--- config.mk ---
export PLATFORM = sky130hd
export DESIGN_NAME = bin_to_bcd_seq_flat
export DESIGN_NICKNAME = d
export VERILOG_FILES = /design/src/rtl/bin_to_bcd_seq_if.sv /design/src/rtl/bin_to_bcd_seq.sv /design/src/flat_wrapper.sv
export SDC_FILE = /design/constraint.sdc
export NUM_CORES = 1
export LEC_CHECK = 0
export BUFFER_PORTS_ARGS = -buffer_cell sky130_fd_sc_hd__buf_2
export CAP_MARGIN = 30
export CORE_MARGIN = 2
export CORE_UTILIZATION = 50
export CTS_CLUSTER_SIZE = 10
export DETAILED_ROUTE_END_ITERATION = 10
export HOLD_SLACK_MARGIN = 0.15
export PLACE_DENSITY = 0.71
export SLEW_MARGIN = 20
export SYNTH_ARGS = -nofsm -noshare
export SYNTH_HDL_FRONTEND = slang
export SYNTH_SLANG_ARGS = --single-unit
--- constraint.sdc ---
create_clock -name clk -period 3.15 [get_ports clk]
set_input_delay 0.63 -clock clk [delete_from_list [all_inputs] [get_ports clk]]
set_output_delay 0.63 -clock clk [all_outputs]
set_load 0.01 [all_outputs]
--- src/rtl/bin_to_bcd_seq_if.sv ---
// Handshake bundle between the CDC read side, the BCD converter and the display mux.
// The producer side (master) drives the word and the abort; the converter (slave)
// answers with readiness, the completion pulse and the registered digits/blank mask.
interface bin_to_bcd_seq_if #(
   parameter int WIDTH  = 16,
   parameter int DIGITS = 5
);
   logic                  clear;
   logic                  in_valid;
   logic [WIDTH-1:0]      in_data;
   logic                  in_ready;
   logic                  out_valid;
   logic [4*DIGITS-1:0]   bcd;
   logic [DIGITS-1:0]     blank;

   modport master (
      output clear,
      output in_valid,
      output in_data,
      input  in_ready,
      input  out_valid,
      input  bcd,
      input  blank
   );

   modport slave (
      input  clear,
      input  in_valid,
      input  in_data,
      output in_ready,
      output out_valid,
      output bcd,
      output blank
   );
endinterface

--- src/rtl/bin_to_bcd_seq.sv ---
// Sequential double-dabble binary-to-BCD converter, one input bit per clock.
// A word is accepted in IDLE, shifted through WIDTH add-3/shift iterations in
// SHIFT, and the final digits plus a leading-zero blanking mask are published
// with a single-cycle out_valid pulse. clear aborts the conversion in flight
// without touching the published outputs.
module bin_to_bcd_seq #(
   parameter int WIDTH  = 16,
   parameter int DIGITS = 5
) (
   input  logic                clk,
   input  logic                rst_n,
   bin_to_bcd_seq_if.slave     bus
);

   localparam int                 BCD_W     = 4 * DIGITS;
   localparam int                 CNT_W     = $clog2(WIDTH) + 1;
   localparam logic [CNT_W-1:0]   LAST_ITER = CNT_W'(WIDTH - 1);
   // Every digit except the units digit is blanked while the value is zero.
   localparam logic [DIGITS-1:0]  BLANK_ZERO = {{(DIGITS-1){1'b1}}, 1'b0};

   typedef enum logic [0:0] {
      IDLE  = 1'b0,
      SHIFT = 1'b1
   } state_t;

   state_t               state_q,     state_d;
   logic [WIDTH-1:0]     bin_sr_q,    bin_sr_d;
   logic [BCD_W-1:0]     bcd_sr_q,    bcd_sr_d;
   logic [CNT_W-1:0]     cnt_q,       cnt_d;
   logic [BCD_W-1:0]     bcd_q,       bcd_d;
   logic [DIGITS-1:0]    blank_q,     blank_d;
   logic                 out_valid_q, out_valid_d;

   // One double-dabble step on the current shift registers.
   logic [BCD_W-1:0]     adj_bcd;
   logic [BCD_W-1:0]     step_bcd;
   logic [WIDTH-1:0]     step_bin;
   logic [DIGITS-1:0]    step_blank;
   logic                 seen_nonzero;

   // Add-3 correction per nibble, then the combined {bcd, bin} left shift,
   // and the blanking mask of the shifted digits (used only on the last step).
   always_comb begin
      // NOTE: every combinational output gets a default first so no path leaves
      // it unassigned -- otherwise synthesis infers a latch to hold the old value.
      adj_bcd      = bcd_sr_q;
      step_blank   = '0;
      seen_nonzero = 1'b0;

      for (int i = 0; i < DIGITS; i++) begin
         // Nibbles are corrected independently; a 4-bit add of 3 to 5..9 never carries.
         if (bcd_sr_q[4*i +: 4] >= 4'd5) begin
            adj_bcd[4*i +: 4] = bcd_sr_q[4*i +: 4] + 4'd3;
         end
      end

      step_bcd = {adj_bcd[BCD_W-2:0], bin_sr_q[WIDTH-1]};
      step_bin = {bin_sr_q[WIDTH-2:0], 1'b0};

      // Scan from the most significant digit: a digit is blank while every
      // digit above it (and itself) is zero. The units digit always shows.
      for (int i = DIGITS - 1; i >= 1; i--) begin
         if (step_bcd[4*i +: 4] != 4'd0) begin
            seen_nonzero = 1'b1;
         end
         step_blank[i] = ~seen_nonzero;
      end
   end

   // Next-state and register-update decisions for the IDLE/SHIFT controller.
   always_comb begin
      state_d     = state_q;
      bin_sr_d    = bin_sr_q;
      bcd_sr_d    = bcd_sr_q;
      cnt_d       = cnt_q;
      bcd_d       = bcd_q;
      blank_d     = blank_q;
      out_valid_d = 1'b0;

      unique case (state_q)
         IDLE: begin
            // clear has priority over a word offered in the same cycle.
            if (bus.in_valid && !bus.clear) begin
               bin_sr_d = bus.in_data;
               bcd_sr_d = '0;
               cnt_d    = '0;
               state_d  = SHIFT;
            end
         end

         SHIFT: begin
            // in_valid is deliberately ignored here; in_ready is low so the
            // producer must hold or re-offer its word.
            if (bus.clear) begin
               state_d = IDLE;
            end else begin
               bin_sr_d = step_bin;
               bcd_sr_d = step_bcd;
               cnt_d    = cnt_q + CNT_W'(1);
               if (cnt_q == LAST_ITER) begin
                  bcd_d       = step_bcd;
                  blank_d     = step_blank;
                  out_valid_d = 1'b1;
                  state_d     = IDLE;
               end
            end
         end

         default: begin
            state_d = IDLE;
         end
      endcase
   end

   // State, shift registers and published outputs; async reset discards any word in flight.
   always_ff @(posedge clk or negedge rst_n) begin
      if (!rst_n) begin
         state_q     <= IDLE;
         bin_sr_q    <= '0;
         bcd_sr_q    <= '0;
         cnt_q       <= '0;
         bcd_q       <= '0;
         blank_q     <= BLANK_ZERO;
         out_valid_q <= 1'b0;
      end else begin
         // NOTE: non-blocking assignments so every register samples the values
         // from before this edge, independent of statement order.
         state_q     <= state_d;
         bin_sr_q    <= bin_sr_d;
         bcd_sr_q    <= bcd_sr_d;
         cnt_q       <= cnt_d;
         bcd_q       <= bcd_d;
         blank_q     <= blank_d;
         out_valid_q <= out_valid_d;
      end
   end

   // in_ready is decoded from the state so it rises in the same cycle as out_valid.
   assign bus.in_ready  = (state_q == IDLE);
   assign bus.out_valid = out_valid_q;
   assign bus.bcd       = bcd_q;
   assign bus.blank     = blank_q;

endmodule

--- src/flat_wrapper.sv ---
// flat-port wrapper written by rule: the top's interface ports become plain ports
module bin_to_bcd_seq_flat 
#(
   parameter int WIDTH  = 16,
   parameter int DIGITS = 5
)
  (clk, rst_n, bus_clear, bus_in_valid, bus_in_data, bus_in_ready, bus_out_valid, bus_bcd, bus_blank);
  bin_to_bcd_seq_if #(.WIDTH(WIDTH), .DIGITS(DIGITS)) bus_i ();
  input  logic clk;
  input  logic rst_n;
  input wire logic [$bits(bus_i.clear)-1:0] bus_clear;
  input wire logic [$bits(bus_i.in_valid)-1:0] bus_in_valid;
  input wire logic [$bits(bus_i.in_data)-1:0] bus_in_data;
  output wire logic [$bits(bus_i.in_ready)-1:0] bus_in_ready;
  output wire logic [$bits(bus_i.out_valid)-1:0] bus_out_valid;
  output wire logic [$bits(bus_i.bcd)-1:0] bus_bcd;
  output wire logic [$bits(bus_i.blank)-1:0] bus_blank;
  assign bus_i.clear = bus_clear;
  assign bus_i.in_valid = bus_in_valid;
  assign bus_i.in_data = bus_in_data;
  assign bus_in_ready = bus_i.in_ready;
  assign bus_out_valid = bus_i.out_valid;
  assign bus_bcd = bus_i.bcd;
  assign bus_blank = bus_i.blank;
  bin_to_bcd_seq #(.WIDTH(WIDTH), .DIGITS(DIGITS)) u_core (.clk(clk), .rst_n(rst_n), .bus(bus_i));
endmodule
### Yosys cells after proc, flatten, opt, wreduce, memory -nomap -nowiden

Index checks and enable logic that the tools add are counted.

| storage, ports and cells | value |
|---|---|
| memories | 0 |
| RAM bits | 0 |
| memory bits (read-only) | 0 |
| word-level logic and storage cells | 60 |
| output and inout bits | 27 |
| latch bits | 0 |
| bits in registers | 67 |

| cells by class | value |
|---|---|
| equality and inequality tests | 3 |
| add/subtract/negate cells | 6 |
| order comparisons | 5 |
| reductions and logical operators | 8 |
| divide/modulo/power cells | 0 |
| shift-type cells | 0 |
| multipliers | 0 |
| bitwise operators | 6 |
| multiplexer cells | 25 |

Operator list:

| cell | number |
|---|---|
| 20-bit 2-to-1 mux | 2 |
| 20-bit case mux with 2 select lines | 1 |
| 16-bit 2-to-1 mux | 2 |
| 16-bit case mux with 2 select lines | 1 |
| 4-bit by 3-bit >= comparator with 1-bit output, second input constant | 5 |
| 4-bit by 2-bit adder with 4-bit output, second input constant | 4 |
| 4-bit 2-to-1 mux | 4 |
| 4-bit nonzero test | 4 |
| 1-bit 2-to-1 mux | 10 |
| 5-bit 2-to-1 mux | 2 |
| 5-bit case mux with 2 select lines | 1 |
| 1-bit NOT | 6 |
| 5-bit by 1-bit adder with 5-bit output, second input constant | 1 |
| 5-bit by 4-bit == test with 1-bit output, second input constant | 1 |
| 3-bit by 2-bit adder with 3-bit output, second input constant | 1 |
| 3-bit 2-to-1 mux | 1 |
| 3-bit AND reduction | 1 |
| 2-bit by 1-bit inequality test with 1-bit output, second input constant | 1 |
| 2-bit inequality test, second input constant | 1 |
| 1-bit case mux with 2 select lines | 1 |
| 2-bit AND reduction | 1 |
| 1-bit logical AND | 1 |
| 1-bit logical NOT | 1 |

### Logic depth before layout (Yosys ltp)

Gate-level depths: netlist of run 1.

| logic depth | value |
|---|---|
| depth after elaboration | 8 |
| gate-level depth with buffers | 8 |
| depth with buffers taken out | 7 |

### Worst setup path after synthesis of run 1

Ideal clock, no wire load.

| timing path | value |
|---|---|
| path kind | reg-to-reg |
| start point | reg u_core.bcd_sr_q[16] |
| end point | reg u_core.blank_q[1] (netlist: u_core.bus.blank[1]) |
| setup slack | 1389 ps |
| library setup time | 86 ps |
| required time | 3064 ps |
| cell stages (with the launch flop) | 8 |
| data arrival time | 1675 ps |
| period minus slack after synthesis | 1761 ps |
| cell sequence | dfrtp_1 -> inv_1 -> ha_1 -> nand2b_1 -> a21oi_1 -> mux2i_1 -> nand4_1 -> o31ai_2 |

| on the way | value |
|---|---|
| longest elaborated chain between the ends | 8 |
| elaborated cells between the ends (all ways) | 9 |

RTL lines:

| element | line | source |
|---|---|---|
| from (decl) | bin_to_bcd_seq.sv:28 | `logic [BCD_W-1:0] bcd_sr_q, bcd_sr_d;` |
| from (signal assigned) | bin_to_bcd_seq.sv:130 | `bcd_sr_q <= bcd_sr_d;` |
| 4-bit by 3-bit >= comparator with 1-bit output / 3-bit by 2-bit adder with 3-bit output (equally long branches) | bin_to_bcd_seq.sv:52, bin_to_bcd_seq.sv:53 |  |
| 3-bit 2-to-1 mux (*) | bin_to_bcd_seq.sv:52 | `if (bcd_sr_q[4*i +: 4] >= 4'd5) begin` |
| 4-bit nonzero test (*) | bin_to_bcd_seq.sv:63 | `if (step_bcd[4*i +: 4] != 4'd0) begin` |
| 1-bit 2-to-1 mux (*) (4 in series) | bin_to_bcd_seq.sv:63 |  |
| 1-bit NOT (*) | bin_to_bcd_seq.sv:66 | `step_blank[i] = ~seen_nonzero;` |
| to (signal assigned) | bin_to_bcd_seq.sv:133 | `blank_q <= blank_d;` |
| to (decl) | bin_to_bcd_seq.sv:31 | `logic [DIGITS-1:0] blank_q, blank_d;` |

Every way passes the cells marked *; elsewhere a longest branch is shown, timed or not.
A chain may end at the register's enable or synchronous reset.

### Worst setup path after layout of run 1

| timing path | value |
|---|---|
| start point | reg u_core.cnt_q[0] |
| end point | reg u_core.bcd_q[15] (netlist: u_core.bus.bcd[15]) |

| on the way | value |
|---|---|
| longest elaborated chain between the ends | 2 |

RTL lines:

| element | line | source |
|---|---|---|
| from (decl) | bin_to_bcd_seq.sv:29 | `logic [CNT_W-1:0] cnt_q, cnt_d;` |
| from (signal assigned) | bin_to_bcd_seq.sv:131 | `cnt_q <= cnt_d;` |
| 5-bit by 4-bit == test with 1-bit output | bin_to_bcd_seq.sv:100 | `if (cnt_q == LAST_ITER) begin` |
| 3-bit AND reduction (no source line) | -- |  |
| to (signal assigned) | bin_to_bcd_seq.sv:122 | `bcd_q <= '0;` |
| to (signal assigned) | bin_to_bcd_seq.sv:132 | `bcd_q <= bcd_d;` |
| to (decl) | bin_to_bcd_seq.sv:30 | `logic [BCD_W-1:0] bcd_q, bcd_d;` |

Every way passes these cells.

==> qor.txt, run 1 <==
outcome: finished, final reports clean
fill count: 559
final estimated routing congestion in global placement: 0.7645
clock skew: 0.008442 ns
hold path start: u_core.bus.blank[4]$_DFFE_PN1P_
sum of negative setup slack: 0 ns
unrepaired setup endpoints after global routing: false
DRT iter0 DRCs: 99
P&R area growth vs syn: 14.38%
placed cells: 446
area of the multi-input gates: 0.001418 mm^2
setup-violating endpoint count in the final report: 0
leftover overflow at the end of global routing: 0
worst skew pair latency: 0.34 ns
post-synthesis instance total: 335
share of the synthesized area in the top cell type: 48.97%
Post-Layout Cell Count: 462
Worst-Margin Slew: 0.8164 ns
pwr dens: 497.2 mW/mm^2
Post-Synth Adder-Cell Area: 4.664%
effective utilization at floorplan: 51.29%
Worst EP arrival: 2.31 ns
count of warnings emitted by yosys: 0
Post-CTS Hold Fix Bufs: 0
slowest stage delay, CP: 0.41 ns
area leader, netlist: sky130_fd_sc_hd__dfrtp_1
most used cell, CP: sky130_fd_sc_hd__ha_1
count of inserted antenna diode cells: 0
number of setup buffers added after CTS: 0
Die Y: 84.24 um
cells resized by post-CTS repair: 0
global-route met3 utilization: 6.686%
worst r2r dst: u_core.bus.bcd[15]$_DFFE_PN0P_
cell at the slowest stage of the critical path: sky130_fd_sc_hd__dfrtp_1
layer with the highest usage: met2
number of optimization iterations in the first detailed-route pass: 4
fraction of registers with async set or reset after synthesis: 100.0%
Detailed Route WL: 6153 um
post-synthesis area per instance: 9.610 um^2
cell-by-cell listing of the critical path: ha_1 -> and3_1 -> ha_1 -> nand2_4 -> clkinv_1 -> mux2_2
count of cells along the worst register-to-register path: 6
vias post-DR: 2408
Worst R2R Setup Slack: 1.06 ns
final critical-path required period: 2.092 ns
largest cells by area after synthesis: sky130_fd_sc_hd__dfrtp_1, sky130_fd_sc_hd__o21ai_0, sky130_fd_sc_hd__nand2_1
Post-DRT Antenna Nets: 0
Max Cap Violations: 0
worst rel slew slack: 45.58%
die extent in x: 84.24 um
placement row count: 29
Post-Syn Area: 0.003219 mm^2
share of the synthesized netlist area taken by xor and xnor gates: 1.360%
area inside the core boundary: 0.006277 mm^2
fraction of final layout cells sized beyond drive strength 1: 19.22%
worst reg2reg path startpoint: u_core.cnt_q[0]$_DFFE_PN0P_
I/O pin cnt: 47
most repeated cell in the gate-level netlist after synthesis: sky130_fd_sc_hd__nand2_1
Routed wire per std cell: 13.32 um
# H-tree levels: 3
vias in the first global route: 2347
maximum clock insertion buffer count: 2
initial antenna violation count: 0
Worst Setup Start Kind: register
clock buffer count from CTS: 9
category of the most critical setup path: register to register
global routing usage summed across all routing layers: 19.18%
data required time of the worst path: 3.37 ns
number of vias per cell: 5.212
Tightest Hold Check Type: register to register
clock-pin transition on the worst setup and hold timing paths: 0.07 ns
VDD IR max: 411.6 uV
Synth Area in Compound Gates: 15.16%
met2 GRT Util: 30.88%
placed wire-length estimate: 4332 um
Commonest cells post-synth: sky130_fd_sc_hd__nand2_1, sky130_fd_sc_hd__dfrtp_1, sky130_fd_sc_hd__o21ai_0, sky130_fd_sc_hd__mux2i_1, sky130_fd_sc_hd__a21oi_1
hold depth: 2
first-pass GRT wire length: 10760 um
Slew Limit Fails: 0
Clock Sinks: 67
Max FO, Critical Path: 40
hold-critical path endpoint: u_core.bus.blank[4]$_DFFE_PN1P_
Yosys cell types: 38
register cell area after layout: 0.001682 mm^2
main combinational cell family by area after synthesis: compound AO/OA/AOI/OAI gates
synthesized netlist net count: 367
hold violation count in the final report: 0
library cell used as clock root buffer: sky130_fd_sc_hd__clkbuf_8
met1 Resource Use GR: 24.60%
final cell area excluding filler cells: 0.003682 mm^2
post-synthesis mux area share: 7.268%
Leak Pwr: 1.792 nW
crit end category: register
quantity of I/O buffers inserted on ports: 45
maximum number of pins on one net before global-route repair: 68
number of enable flip-flop cells after synthesis: 0
placed cell area: 0.003503 mm^2
sequential cell area fraction in the yosys report: 52.23%
remaining design rule violation count: 0
Yosys reg bits: 67
final clock period utilization by the worst path: 66.40%
dominant synthesized flop cell: sky130_fd_sc_hd__dfrtp_1
# nets final: 412
Achievable Freq: 0.4781 GHz
die area: 0.007096 mm^2
area fraction in and, or, nand and nor cells after synthesis: 15.12%
clock tree from TritonCTS: done
## metrics by stage
step	hold WS, ns	utilization, %	power [mW]	worst slack [ns]
4_1_cts	0.4606	58.66	1.850	1.028
3_5_place_dp	0.4491	55.81	1.177	1.058
6_report	0.4599	58.66	1.831	1.058
2_1_floorplan	0.3344	-	1.102	1.389
5_1_grt	0.4698	58.66	1.929	0.8910
3_3_place_gp	0.4483	55.81	1.168	1.107
## worst max-delay path, delay by kind of cell (launching register included)
kind	cells	cell delay, ns
muxes	1	0.34
and+or+nand+nor	2	0.48
adders and majority gates	2	0.44
buffers and inverters	1	0.30
DFF	1	0.41
## worst max-delay path by stage
stage	startpoint	endpoint	depth (start not counted)
after floorplan	u_core.bcd_sr_q[16]$_DFFE_PN0P_	u_core.bus.blank[1]$_DFFE_PN1P_	7
after global placement	bus_clear	u_core.bus.bcd[15]$_DFFE_PN0P_	5
after detailed placement	u_core.cnt_q[0]$_DFFE_PN0P_	u_core.bus.bcd[15]$_DFFE_PN0P_	6
after CTS	u_core.cnt_q[0]$_DFFE_PN0P_	u_core.bus.bcd[15]$_DFFE_PN0P_	6
after global routing	u_core.cnt_q[0]$_DFFE_PN0P_	u_core.bus.bcd[15]$_DFFE_PN0P_	6
final	u_core.cnt_q[0]$_DFFE_PN0P_	u_core.bus.bcd[15]$_DFFE_PN0P_	6
## cell usage in the layout, fill, tap and decap left out, types with 2 or more instances in the layout
cell and instances:
sky130_fd_sc_hd__o21ai_0 62, sky130_fd_sc_hd__nand3_1 3, sky130_fd_sc_hd__nand2b_1 6, sky130_fd_sc_hd__mux2_2 3, sky130_fd_sc_hd__nor3b_1 6, sky130_fd_sc_hd__nor2_1 6, sky130_fd_sc_hd__buf_4 4, sky130_fd_sc_hd__a22o_1 2
sky130_fd_sc_hd__mux2i_1 20, sky130_fd_sc_hd__dfrtp_1 63, sky130_fd_sc_hd__nor3_1 5, sky130_fd_sc_hd__nand2_1 72, sky130_fd_sc_hd__nand4_1 2, sky130_fd_sc_hd__xnor2_1 5, sky130_fd_sc_hd__inv_1 13, sky130_fd_sc_hd__a21oi_1 18
sky130_fd_sc_hd__ha_1 12, sky130_fd_sc_hd__clkbuf_8 9, sky130_fd_sc_hd__dfstp_2 4, sky130_fd_sc_hd__clkinv_2 2, sky130_fd_sc_hd__o21ai_1 2, sky130_fd_sc_hd__buf_2 45, sky130_fd_sc_hd__clkbuf_1 4
## layer usage
metal / up-vias / wire [um]
li1: 1225 / -
met5: - / 0
met4: 0 / 45
met1: 1137 / 2862
met2: 42 / 2950
met3: 4 / 294
## report_power, final
part | internal (mW) | switching (mW)
Combinational | 0.0783 | 0.107
Sequential | 0.924 | 0.0488
Clock | 0.365 | 0.308
Total | 1.37 | 0.464
## area by class of cell
cell class,instances,area share (%)
Tap cell,77,2.616
Timing Repair Buffer,49,6.932
Multi-Input combinational cell,239,38.50
Inverter,14,1.427
Clock inverter,3,1.087
Sequential cell,67,45.67
Clock buffer,13,3.772
## logic make-up (layout without fill, tap and decap cells)
family | after synthesis | in the layout
AO/OA/AOI/OAI | 91 | 91
XOR/XNOR | 5 | 5
adder cells (fa/ha/maj) | 12 | 12
buffers and inverters | 29 | 79
flip-flops | 67 | 67
multiplexers | 23 | 23
other | 1 | 1
AND/OR/NAND/NOR | 107 | 107
## state kept, by name, summed over array words and instances (netlist names)
name and count:
u_core.bus.blank 4, u_core.bin_sr_q 16, u_core.bcd_sr_q 20, u_core.bus.bcd 20, u_core.bus.out_valid 1, u_core.cnt_q 5, u_core.state_q 1
Power figures use the tool's default switching activity.
==> inputs of run 2 (changes only) <==
--- a/config.mk
+++ b/config.mk
@@ -12,7 +12,7 @@
 export CTS_CLUSTER_SIZE = 10
 export DETAILED_ROUTE_END_ITERATION = 10
 export HOLD_SLACK_MARGIN = 0.15
-export PLACE_DENSITY = 0.71
+export PLACE_DENSITY = 0.74
 export SLEW_MARGIN = 20
 export SYNTH_ARGS = -nofsm -noshare
 export SYNTH_HDL_FRONTEND = slang
==> constraint.sdc (replaced) <==
create_clock -name clk -period 1.9 [get_ports clk]
set_input_delay 0.38 -clock clk [delete_from_list [all_inputs] [get_ports clk]]
set_output_delay 0.38 -clock clk [all_outputs]
set_load 0.01 [all_outputs]
==> qor.txt, run 2 (synthesis results as in run 1) <==
Post-DRT Antenna Nets: 0
first-pass GRT wire length: 11040 um
worst skew pair latency: 0.34 ns
Max Cap Violations: 0
number of vias per cell: 5.271
Tightest Hold Check Type: input pin to register
commonest non-fill, non-tap cells in the layout: sky130_fd_sc_hd__nand2_1, sky130_fd_sc_hd__dfrtp_1, sky130_fd_sc_hd__o21ai_0
final cell area excluding filler cells: 0.003799 mm^2
quantity of I/O buffers inserted on ports: 45
clock buffer count from CTS: 9
DRT iter0 DRCs: 120
clock tree from TritonCTS: done
placed wire-length estimate: 4506 um
Clock Sinks: 67
VDD IR max: 525.1 uV
setup-violating endpoint count in the final report: 0
P&R area growth vs syn: 17.99%
hold violation count in the final report: 0
hold depth: 3
clock-pin transition on the worst setup and hold timing paths: 0.07 ns
maximum number of pins on one net before global-route repair: 68
worst setup margin: 0.09990 ns
area of the multi-input gates: 0.001440 mm^2
vias post-DR: 2488
initial antenna violation count: 0
# nets final: 422
Worst Setup Start Kind: register
die area: 0.007096 mm^2
Slew Limit Fails: 0
pwr dens: 791.7 mW/mm^2
number of optimization iterations in the first detailed-route pass: 4
worst reg2reg path startpoint: u_core.bcd_sr_q[16]$_DFFE_PN0P_
# H-tree levels: 3
maximum clock insertion buffer count: 2
die extent in x: 84.24 um
fill count: 548
Max FO, Critical Path: 5
worst rel slew slack: 39.82%
crit end category: register
effective utilization at floorplan: 51.29%
Die Y: 84.24 um
I/O pin cnt: 47
count of inserted antenna diode cells: 0
count of cells along the worst register-to-register path: 7
Worst-Margin Slew: 0.9004 ns
most frequent standard cell in the layout excluding fill and tap cells: sky130_fd_sc_hd__nand2_1
global routing usage summed across all routing layers: 19.80%
register cell area after layout: 0.001682 mm^2
data required time of the worst path: 2.15 ns
pre-CTS setup slack: 0.06753 ns
leftover overflow at the end of global routing: 0
outcome: finished, final reports clean
library cell used as clock root buffer: sky130_fd_sc_hd__clkbuf_8
Worst R2R Setup Slack: 0.1 ns
Routed wire per std cell: 13.52 um
remaining design rule violation count: 0
Detailed Route WL: 6381 um
Hold Slack: 0.3227 ns
hold path start: bus_in_data[12]
hold-critical path endpoint: u_core.bin_sr_q[12]$_DFFE_PN0P_
vias in the first global route: 2501
Achievable Freq: 0.5555 GHz
fraction of final layout cells sized beyond drive strength 1: 23.54%
clock skew: 0.005271 ns
worst r2r dst: u_core.bus.blank[1]$_DFFE_PN1P_
final critical-path required period: 1.800 ns
placement row count: 29
area inside the core boundary: 0.006277 mm^2
final clock period utilization by the worst path: 94.74%
category of the most critical setup path: register to register
post-route total power: 3.007 mW
Worst EP arrival: 2.05 ns
final estimated routing congestion in global placement: 0.7946
Leak Pwr: 1.845 nW
placed cell area: 0.003576 mm^2
==> run 2: cell types whose count changed in the layout (fill, tap and decap cells not counted), moves of 3 or more <==
cell and delta:
sky130_fd_sc_hd__ha_2 +3, sky130_fd_sc_hd__clkbuf_8 +3, sky130_fd_sc_hd__ha_1 -3, sky130_fd_sc_hd__buf_4 +8, sky130_fd_sc_hd__a21oi_2 +4, sky130_fd_sc_hd__a21oi_1 -4
==> run 2: metal layers <==
metal / GRT usage, % / part of all wire (%)
met1: 23.68 / 44
met2: 33.33 / 49
met3: 6.195 / 5.0
met4: 7.918 / 1.6
met5: 0 / 0
==> run 2: layout make-up <==
class	instances	area share, %
clock buffer	14	4.545
clock inverter	2	0.2635
inverter	14	1.383
multi-input combinational	239	37.91
sequential	67	44.27
tap	77	2.536
timing repair buffer	59	9.091
==> run 2: worst max path at each step <==
stage	from	to	slack, ns	cells past startpoint
2_1_floorplan	u_core.bcd_sr_q[16]$_DFFE_PN0P_	u_core.bus.blank[1]$_DFFE_PN1P_	0.14	7
3_3_place_gp	u_core.bcd_sr_q[12]$_DFFE_PN0P_	u_core.bus.blank[1]$_DFFE_PN1P_	0.14	7
3_5_place_dp	u_core.bcd_sr_q[16]$_DFFE_PN0P_	u_core.bus.blank[1]$_DFFE_PN1P_	0.07	7
4_1_cts	u_core.bcd_sr_q[12]$_DFFE_PN0P_	u_core.bus.blank[1]$_DFFE_PN1P_	0.03	7
5_1_grt	u_core.bcd_sr_q[16]$_DFFE_PN0P_	u_core.bus.blank[3]$_DFFE_PN1P_	-0.07	7
6_report	u_core.bcd_sr_q[16]$_DFFE_PN0P_	u_core.bus.blank[1]$_DFFE_PN1P_	0.1	7
==> run 2: power by group <==
group	switching (mW)	internal (mW)
Combinational	0.184	0.135
Sequential	0.0784	1.53
Clock	0.500	0.578
Total	0.763	2.24
==> run 2: through the flow <==
| step | instances | TNS [ns] | utilization [%] |
|---|---|---|---|
| 2_1_floorplan | 335 | 0 | - |
| 3_3_place_gp | 454 | 0 | 56.97 |
| 3_5_place_dp | 454 | 0 | 56.97 |
| 4_1_cts | 471 | 0 | 60.04 |
| 5_1_grt | 472 | -0.1779 | 60.51 |
| 6_report | 472 | 0 | 60.51 |
==> run 2: timing repair <==
item                       CTS  global route
hold buffers                 1             0
gates resized for setup      0             9
hold endpoints to repair    63             0
setup buffers                0             1
setup endpoints to repair    0             4
==> run 2: worst max-delay path: stages, from the launching register on <==
cell and delay (ns):
sky130_fd_sc_hd__dfrtp_1 0.41, sky130_fd_sc_hd__inv_1 0.12, sky130_fd_sc_hd__ha_2 0.23, sky130_fd_sc_hd__nand2b_1 0.08, sky130_fd_sc_hd__a21oi_2 0.17, sky130_fd_sc_hd__mux2i_1 0.29, sky130_fd_sc_hd__nand4_1 0.21, sky130_fd_sc_hd__o31ai_2 0.22
